$ cat src/rtl/uart_pkg.sv
// Shared UART definitions used by the receiver and the transmitter.
//   - CLKS_PER_BIT_DEF : default clock cycles per bit (50 MHz / 115200 baud)
//   - DATA_BITS        : data bits per frame (8N1)
//   - STOP_BITS        : stop bits per frame
//   - rx_state_t       : receiver FSM state encoding
package uart_pkg;

  localparam int CLKS_PER_BIT_DEF = 434;
  localparam int DATA_BITS        = 8;
  localparam int STOP_BITS        = 1;

  typedef enum logic [2:0] {
    RX_IDLE      = 3'd0,
    RX_START     = 3'd1,
    RX_DATA      = 3'd2,
    RX_STOP      = 3'd3,
    RX_WAIT_IDLE = 3'd4
  } rx_state_t;

endpackage

$ cat src/rtl/uart_sync2.sv
// Two-flop synchronizer for a single asynchronous bit.
//   clk     : destination clock
//   reset_n : asynchronous active-low reset; both flops load RESET_VAL
//   d       : asynchronous input
//   q       : synchronized output (two clk cycles of latency)
module uart_sync2 #(
  parameter logic RESET_VAL = 1'b1
) (
  input  logic clk,
  input  logic reset_n,
  input  logic d,
  output logic q
);

  logic meta;

  always_ff @(posedge clk or negedge reset_n) begin
    if (!reset_n) begin
      meta <= RESET_VAL;
      q    <= RESET_VAL;
    end else begin
      meta <= d;
      q    <= meta;
    end
  end

endmodule

$ cat src/rtl/uart_rx.sv
// UART receiver, 8N1, LSB first, idle-high line.
//   clk          : system clock, rising edge
//   reset_n      : asynchronous active-low reset
//   uart_rxd     : asynchronous serial input
//   rx_ack       : consumer acknowledge, clears rx_valid and rx_overrun
//   rx_data      : last accepted byte
//   rx_valid     : rx_data holds an unacknowledged byte
//   rx_busy      : a frame is being received (FSM not idle)
//   rx_frame_err : one-cycle pulse when the stop bit is sampled low
//   rx_overrun   : sticky, a completed byte was dropped while rx_valid was high
//   rx_state     : current FSM state (debug observation)
//
// Handshake: rx_valid rises when a byte is accepted and stays high until a
// cycle in which rx_ack is high; that edge clears rx_valid unless a new byte
// completes in the same cycle, in which case the new byte replaces the old
// one and rx_valid stays high. rx_ack while rx_valid is low has no effect.
module uart_rx
  import uart_pkg::*;
#(
  parameter int CLKS_PER_BIT = CLKS_PER_BIT_DEF
) (
  input  logic       clk,
  input  logic       reset_n,
  input  logic       uart_rxd,
  input  logic       rx_ack,
  output logic [7:0] rx_data,
  output logic       rx_valid,
  output logic       rx_busy,
  output logic       rx_frame_err,
  output logic       rx_overrun,
  output logic [2:0] rx_state
);

  localparam int CW = $clog2(CLKS_PER_BIT);
  // The counter runs from the load value down to 0 inclusive, so a load of
  // N-1 spaces samples N cycles apart.
  localparam logic [CW-1:0] FULL_LOAD = CW'(CLKS_PER_BIT - 1);
  localparam logic [CW-1:0] HALF_LOAD = CW'(CLKS_PER_BIT / 2 - 1);
  localparam logic [2:0]    LAST_BIT  = 3'(DATA_BITS - 1);

  logic                 rxd_s;
  rx_state_t            state;
  logic [CW-1:0]        baud_cnt;
  logic [2:0]           bit_cnt;
  logic [DATA_BITS-1:0] shift_reg;
  logic                 baud_zero;
  logic                 byte_done;

  uart_sync2 #(
    .RESET_VAL (1'b1)
  ) u_sync (
    .clk     (clk),
    .reset_n (reset_n),
    .d       (uart_rxd),
    .q       (rxd_s)
  );

  assign baud_zero = (baud_cnt == '0);
  // Good stop bit sampled this cycle; the byte is handed off on this edge.
  assign byte_done = (state == RX_STOP) && baud_zero && rxd_s;

  assign rx_busy  = (state != RX_IDLE);
  assign rx_state = state;

  // Frame FSM and counters
  always_ff @(posedge clk or negedge reset_n) begin
    if (!reset_n) begin
      state        <= RX_IDLE;
      baud_cnt     <= '0;
      bit_cnt      <= '0;
      shift_reg    <= '0;
      rx_frame_err <= 1'b0;
    end else begin
      rx_frame_err <= 1'b0;
      case (state)
        RX_IDLE: begin
          if (!rxd_s) begin
            state    <= RX_START;
            bit_cnt  <= '0;
            baud_cnt <= HALF_LOAD;
          end
        end
        RX_START: begin
          if (baud_zero) begin
            // Line back high at mid start bit is treated as a glitch.
            if (!rxd_s) begin
              state    <= RX_DATA;
              baud_cnt <= FULL_LOAD;
            end else begin
              state <= RX_IDLE;
            end
          end else begin
            baud_cnt <= baud_cnt - CW'(1);
          end
        end
        RX_DATA: begin
          if (baud_zero) begin
            shift_reg <= {rxd_s, shift_reg[DATA_BITS-1:1]};
            baud_cnt  <= FULL_LOAD;
            bit_cnt   <= bit_cnt + 3'd1;
            if (bit_cnt == LAST_BIT) begin
              state <= RX_STOP;
            end
          end else begin
            baud_cnt <= baud_cnt - CW'(1);
          end
        end
        RX_STOP: begin
          if (baud_zero) begin
            if (rxd_s) begin
              state <= RX_IDLE;
            end else begin
              state        <= RX_WAIT_IDLE;
              rx_frame_err <= 1'b1;
            end
          end else begin
            baud_cnt <= baud_cnt - CW'(1);
          end
        end
        RX_WAIT_IDLE: begin
          // A held break must go high before a new start can be detected.
          if (rxd_s) begin
            state <= RX_IDLE;
          end
        end
        default: state <= RX_IDLE;
      endcase
    end
  end

  // Output register and consumer handshake
  always_ff @(posedge clk or negedge reset_n) begin
    if (!reset_n) begin
      rx_data    <= 8'h00;
      rx_valid   <= 1'b0;
      rx_overrun <= 1'b0;
    end else begin
      if (byte_done) begin
        if (!rx_valid || rx_ack) begin
          rx_data  <= shift_reg;
          rx_valid <= 1'b1;
          if (rx_ack) begin
            rx_overrun <= 1'b0;
          end
        end else begin
          rx_overrun <= 1'b1;
        end
      end else if (rx_ack && rx_valid) begin
        rx_valid   <= 1'b0;
        rx_overrun <= 1'b0;
      end
    end
  end

endmodule

$ cat config.mk
export PLATFORM = sky130hd
export DESIGN_NAME = uart_rx
export DESIGN_NICKNAME = d
export VERILOG_FILES = /design/src/rtl/uart_pkg.sv /design/src/rtl/uart_sync2.sv /design/src/rtl/uart_rx.sv
export SDC_FILE = /design/constraint.sdc
export NUM_CORES = 1
export LEC_CHECK = 0
export BUFFER_PORTS_ARGS = -buffer_cell sky130_fd_sc_hd__buf_4
export CORE_MARGIN = 2
export CORE_UTILIZATION = 40
export CTS_CLUSTER_SIZE = 25
export DETAILED_ROUTE_END_ITERATION = 8
export PLACE_DENSITY = 0.63
export SLEW_MARGIN = 10
export SYNTH_ARGS = -nofsm -noshare
export SYNTH_HDL_FRONTEND = slang
export SYNTH_SLANG_ARGS = --single-unit
$ cat constraint.sdc
create_clock -name clk -period 2.6 [get_ports clk]
set_input_delay 0.13 -clock clk [delete_from_list [all_inputs] [get_ports clk]]
set_output_delay 0.13 -clock clk [all_outputs]
set_load 0.01 [all_outputs]
# --- After elaboration in Yosys (flattened, before gate mapping) ---
# Index checks and enable logic that the tools add are counted.
word_totals:
  regBits: 36
  inputBits: 4
  output_inout_bits: 15
  wordCells: 72
classes:
  n_addsub: 2
  eq_ne: 15
  mux: 27
  n_reduce_logical: 18
ops:
  columns: ["cell", "n"]
  rows:
  - ["9-bit two-way mux", 5]
  - ["9-bit case mux with 4 select lines", 1]
  - ["3-bit two-way mux", 9]
  - ["3-bit case mux with 5 select lines", 1]
  - ["2-bit inequality test (second input constant)", 6]
  - ["9-bit zero test", 1]
  - ["1-bit two-way mux", 9]
  - ["9-bit by 1-bit subtractor with 9-bit output (second input constant)", 1]
  - ["2-bit AND reduction", 4]
  - ["3-bit by 2-bit == test with 1-bit output (second input constant)", 2]
  - ["3-bit == test (second input constant)", 2]
  - ["3-bit inequality test (second input constant)", 2]
  - ["3-bit case mux with 2 select lines", 1]
  - ["6-bit AND reduction", 1]
  - ["2-bit by 1-bit inequality test with 1-bit output (second input constant)", 2]
  - ["4-bit AND reduction", 1]
  - ["2-bit nonzero test", 2]
  - ["4-bit nonzero test", 1]
  - ["3-bit by 1-bit adder with 3-bit output (second input constant)", 1]
  - ["3-bit by 1-bit == test with 1-bit output (second input constant)", 1]
  - ["1-bit logical AND", 3]
  - ["3-bit zero test", 1]
  - ["3-bit AND reduction", 1]
  - ["3-bit nonzero test", 1]
  - ["other kinds (3)", 3]

# --- Longest topological paths before layout ---
depth:
  word_depth: 5
  depth_mapped: 7
  ltp_nobuf: 6

# --- Modules after synthesis ---
# From an unflattened synthesis, not the netlist that was laid out.
hier_totals:
  cells_unflattened: 161
  hier_area_um2: 1834.3
by_module_without_submodules:
  columns: ["mod", "n_inst", "cells_each", "area_each_um2", "seq_area_each_um2"]
  rows:
  - ["uart_rx", 1, 159, 1781.7, 850.8]
  - ["uart_sync2", 1, 2, 52.6, 52.6]

# --- Worst setup path before layout ---
# OpenSTA, ideal clock, no wires.
synth_timing:
  path_type: "register -> register"
  start: "register baud_cnt[0]"
  end: "register baud_cnt[6]"
  setup_time_ps: 143
  arrival_ps: 1713
  required_ps: 2457
  setup_slack_ps: 745
  stages_incl_launch_ff: 8
  n_path_buf: 1
  period_less_slack_ps: 1855
  path_cell_list: "dfrtp_1 > inv_1 > ha_1 > or4b_4 > o211ai_4 > and2_1 > buf_6 > o22ai_1"
synth_between:
  elab_chain_cells: 3
  elab_cells_between_ends: 9
  classes_between: "add/sub: 1; eq/ne: 2; mux: 4; reduce/logical: 2"
synth_lines:
  columns: ["item", "line", "rtl"]
  rows:
  - ["start, declared", "uart_rx.sv:43", "logic [CW-1:0] baud_cnt;"]
  - ["start signal, assigned", "uart_rx.sv:93", "baud_cnt <= baud_cnt - CW'(1);"]
  - ["start signal, assigned", "uart_rx.sv:105", "baud_cnt <= baud_cnt - CW'(1);"]
  - ["start signal, assigned", "uart_rx.sv:117", "baud_cnt <= baud_cnt - CW'(1);"]
  - ["9-bit by 1-bit subtractor with 9-bit output / 9-bit zero test (equally long branches)", null, null]
  - ["9-bit two-way mux, or another cell as far along", "uart_rx.sv:109", "if (baud_zero) begin"]
  - ["9-bit case mux with 4 select lines / 4-bit AND reduction (equally long branches)", null, null]
# Several ways; a longest one is shown, not always the timed one. The select of a mux whose other input is x is not followed.
# A chain may end at the register's enable or synchronous reset.

# --- Final worst setup path ---
layout_timing:
  start: "register baud_cnt[0]"
  end: "register rx_data[5]"
layout_between:
  elab_chain_cells: 4
layout_lines:
  columns: ["item", "line", "rtl"]
  rows:
  - ["9-bit zero test", "uart_rx.sv:58", "assign baud_zero = (baud_cnt == '0);"]
  - ["1-bit logical AND (2 in series)", "uart_rx.sv:60", "assign byte_done = (state == RX_STOP) && baud_zero && rxd_s;"]
  - ["2-bit AND reduction (no line)", null, null]
  - ["end signal, assigned", "uart_rx.sv:140", "rx_data <= shift_reg;"]
  - ["end, declared", "uart_rx.sv:26", "output logic [7:0] rx_data,"]
# Every way passes these cells.

==> metrics.md <==
| Metric | Value |
|---|---|
| Outcome | `complete, no violations` |
| Setup Buffers After CTS | `0` |
| Final Hold Fails | `0` |
| Clock root buffer | `clkbuf_8` |
| I/O pin total | `19` |
| Clock skew | `6.27 ps` |
| First-pass GRT wire length | `6660 um` |
| Port bufs | `18` |
| Logic gate share of total power | `2.1%` |
| Grt ovf | `0` |
| Cts bufs inserted | `5` |
| Sequential Power Share | `between 50 and 60%` |
| Grt met3 use | `4.03%` |
| CTS tree | `done` |
| Yosys reg bits | `36` |
| GRT Total Usage | `16.0%` |
| Fraction of layout cells with a size suffix above 1 | `31.5%` |
| # clock sinks | `36` |
| PD cells | `455 mW/mm2` |
| Met2 Usage GRT | `~26%` |
| Synth area leader | `dfrtp_1` |
| # DRC | `0` |
| Register area | `roughly 900 um2` |
| Slew at the pin closest to its max-slew limit | `between 700 and 800 ps` |
| Area Growth Syn to Fin | `14.7%` |
| GP Congestion | `0.886` |
| Sw Ratio | `about 22%` |
| Starting Density | `42.1%` |
| Clk slew on worst S/H paths | `70 ps` |
| Synth cell types | `53` |
| Fin crit share | `83.3%` |
| Warnings, synthesis | `0` |
| CP peak stage delay | `410 ps` |
| Leak Pwr | `slightly below 1 nW` |
| Initial antenna violation count | `0` |
| Post-Place Cells | `226` |
| Slowest cell on the critical path | `dfrtp_1` |
| Setup TNS | `0 ps` |
| DRT Wirelength | `3710 um` |
| Max-Cap Viols | `0` |
| Post-route ant nets | `0` |
| Clock share of power | `around two fifths` |
| Rows | `24` |
| Largest net degree at the start of global routing | `37` |
| Cell-internal power | `0.755 mW` |
| Vias | `1345` |
| Die Y | `around 70 um` |
| Vias per cell | `5.70` |
| Final net count | `190` |
| Clock Path Buffers | `2` |
| Cells after Synth | `between 150 and 200` |
| Ys flop type | `dfrtp_1` |
| Die W | `slightly above 70 um` |
| Mapped cell area | `0.00186 mm2` |
| Multi-input gate area | `just under 900 um2` |
| DRT Pass-1 Iters | `4` |
| Fin crit period | `2170 ps` |
| Fill count | `between 400 and 500` |
| Syn_nets | `169` |
| Wire per inst | `15.7 um` |
| Vias in the first global route | `1366` |
| P_sw | `0.215 mW` |
| Post-synthesis async set-or-reset flop share | `100%` |
| Number of synthesized flops with an enable pin | `0` |
| Top cells by area, synth | `dfrtp_1 (46%), mux2_2 (10%), dfstp_2 (2.8%)` |
| RSZ-0062 raised after global routing | `no` |
| Slew headroom | `48.5%` |
| Setup Viol. Count Final | `0` |
| Met1 Use GR | `22.1%` |
| Share of the synthesized area in the top cell type | `45.8%` |
| Most Crowded Layer GR | `met2` |
| Avg Cell Area, Syn | `between 10 and 15 um2` |
| Hpwl dp | `2750 um` |
| Worst EP required | `2770 ps` |
| Critical path peak fanout | `8` |
| Startpoint Class | `flop` |
| Cells along the critical path | `inv_1, ha_1, nor3b_2, and3_1, nand4_4, mux2_2` |
| Clock Latency Late Sink | `280 ps` |
| Setup CP Type | `flop to flop` |
| Die Area | `0.00521 mm2` |
| Tightest Hold Check Type | `input pin to flop` |
| Worst path arrival time | `2340 ps` |
| Core ar. | `0.00441 mm2` |
| Max reg flops | `9` |
| Worst-case reg-to-reg path depth | `6` |
| Crit end category | `flop` |
| Fmax | `0.462 GHz` |
| H-tree depth | `2` |
| DR iter-0 viols | `126` |
| # diodes | `0` |
| Seq/Total Area, Yosys | `48.6%` |
| Non-Filler Instances | `236` |
| VDD IR-drop max | `0.233 mV` |
| Slew Viols, Final | `0` |
| Hold path depth | `2` |
area by class of cell:
type                    count  area share, %
clock inverters             3          0.880
multi-input cells         108           40.9
flip-flops and latches     36           42.4
well taps                  52           3.05
clock buffers               5           3.23
inverters                  11           1.94
repair buffers             21           7.63
power by group through the flow:
stage	registers, mW	logic [mW]	clock network (mW)
after floorplan	0.574	0.00577	0
after global placement	0.576	0.0188	0
final	0.565	0.0204	0.385
after global routing	0.565	0.0239	0.429
after CTS	0.565	0.0215	0.400
after detailed placement	0.576	0.0192	0
per-layer routing:
metal / vias to the layer above / routed length (um) / part of all wire, %
met5: - / 0 / 0
met4: 0 / 11 / 0.30
met3: 2 / 154 / 4.1
met2: 27 / 1820 / 49
met1: 673 / 1720 / 46
li1: 643 / - / -
stage by stage:
step                      setup WS [ps]  instance area [um2]  util [%]  hold WS [ps]  total power, mW
after floorplan                     745                 1860         -          -166            0.579
after global placement              533                 2020      45.9           105            0.595
after detailed placement            431                 2020      45.9           115            0.595
after CTS                           436                 2130      48.3          9.13            0.986
after global routing                237                 2130      48.3          29.7             1.02
final                               434                 2130      48.3          18.8            0.970
worst max-delay path: cells and delay by family, from the launching register on:
family	cells	cell delay (ps)
flops	1	410
mux	1	320
simple gates	3	980
buf+inv	1	80
fa+ha+maj	1	240
Yosys cell counts, types with 2 or more instances:
cell type  number
dfrtp_1        34
mux2_2         17
inv_1          11
a21oi_1         9
nand2_1         7
nor2_1          7
nand3_1         6
a22o_1          5
o21ai_0         5
buf_2           3
ha_1            3
nor3_1          3
nor4_1          3
a41oi_1         2
clkbuf_1        2
dfstp_2         2
nand4_1         2
nor2b_1         2
o22a_1          2
o22ai_1         2
or3_1           2
xnor2_1         2
cell usage in the layout, fill, tap and decap left out, drive strengths merged, types with 2 or more instances in the layout:
| master | Yosys | routed |
|---|---|---|
| nand3 | 7 | 7 |
| nor2b | 2 | 2 |
| dfstp | 2 | 2 |
| or3 | 2 | 2 |
| clkbuf | 2 | 5 |
| a21oi | 9 | 9 |
| nor4 | 4 | 4 |
| o21ai | 5 | 5 |
| o22a | 2 | 2 |
| mux2 | 17 | 17 |
| nand2 | 7 | 7 |
| nor2 | 8 | 8 |
| o22ai | 2 | 2 |
| xnor2 | 2 | 2 |
| or4 | 2 | 2 |
| dlygate4sd3 | 0 | 2 |
| o2bb2ai | 2 | 2 |
| ha | 3 | 3 |
| clkinv | 0 | 3 |
| buf | 5 | 19 |
| a41oi | 2 | 2 |
| nor3 | 4 | 4 |
| inv | 11 | 11 |
| nand4 | 3 | 3 |
| dfrtp | 34 | 34 |
| a22o | 5 | 5 |
repair_timing:
action                    in CTS  in global routing
hold endpoints to repair      35                  0
hold buffers                   2                  0
gates resized for setup        0                  0
logic make-up after synthesis:
logic type | Yosys count | synth area share (%)
fa+ha+maj | 3 | 2.02
xor+xnor | 2 | 0.943
buf+inv | 18 | 4.44
mux | 17 | 10.3
flops | 36 | 48.6
simple gates | 47 | 17.0
compound gates | 39 | 16.6
worst paths after layout:
kind / slack (ps) / startpoint / endpoint
setup / recovery: 430 / baud_cnt[0]$_DFFE_PN0P_ / rx_data[5]$_DFFE_PN0P_
hold / removal: 20 / rx_ack / rx_overrun$_DFFE_PN0P_
setup reg to reg: 430 / baud_cnt[0]$_DFFE_PN0P_ / rx_data[5]$_DFFE_PN0P_
hold reg to reg: 360 / u_sync.meta$_DFF_PN1_ / u_sync.q$_DFF_PN1_
max in group asynchronous: 1920 / reset_n / u_sync.q$_DFF_PN1_
min in group asynchronous: 330 / reset_n / rx_state[0]$_DFFE_PN0P_
Note: power is estimated with default switching activity, not from simulation.
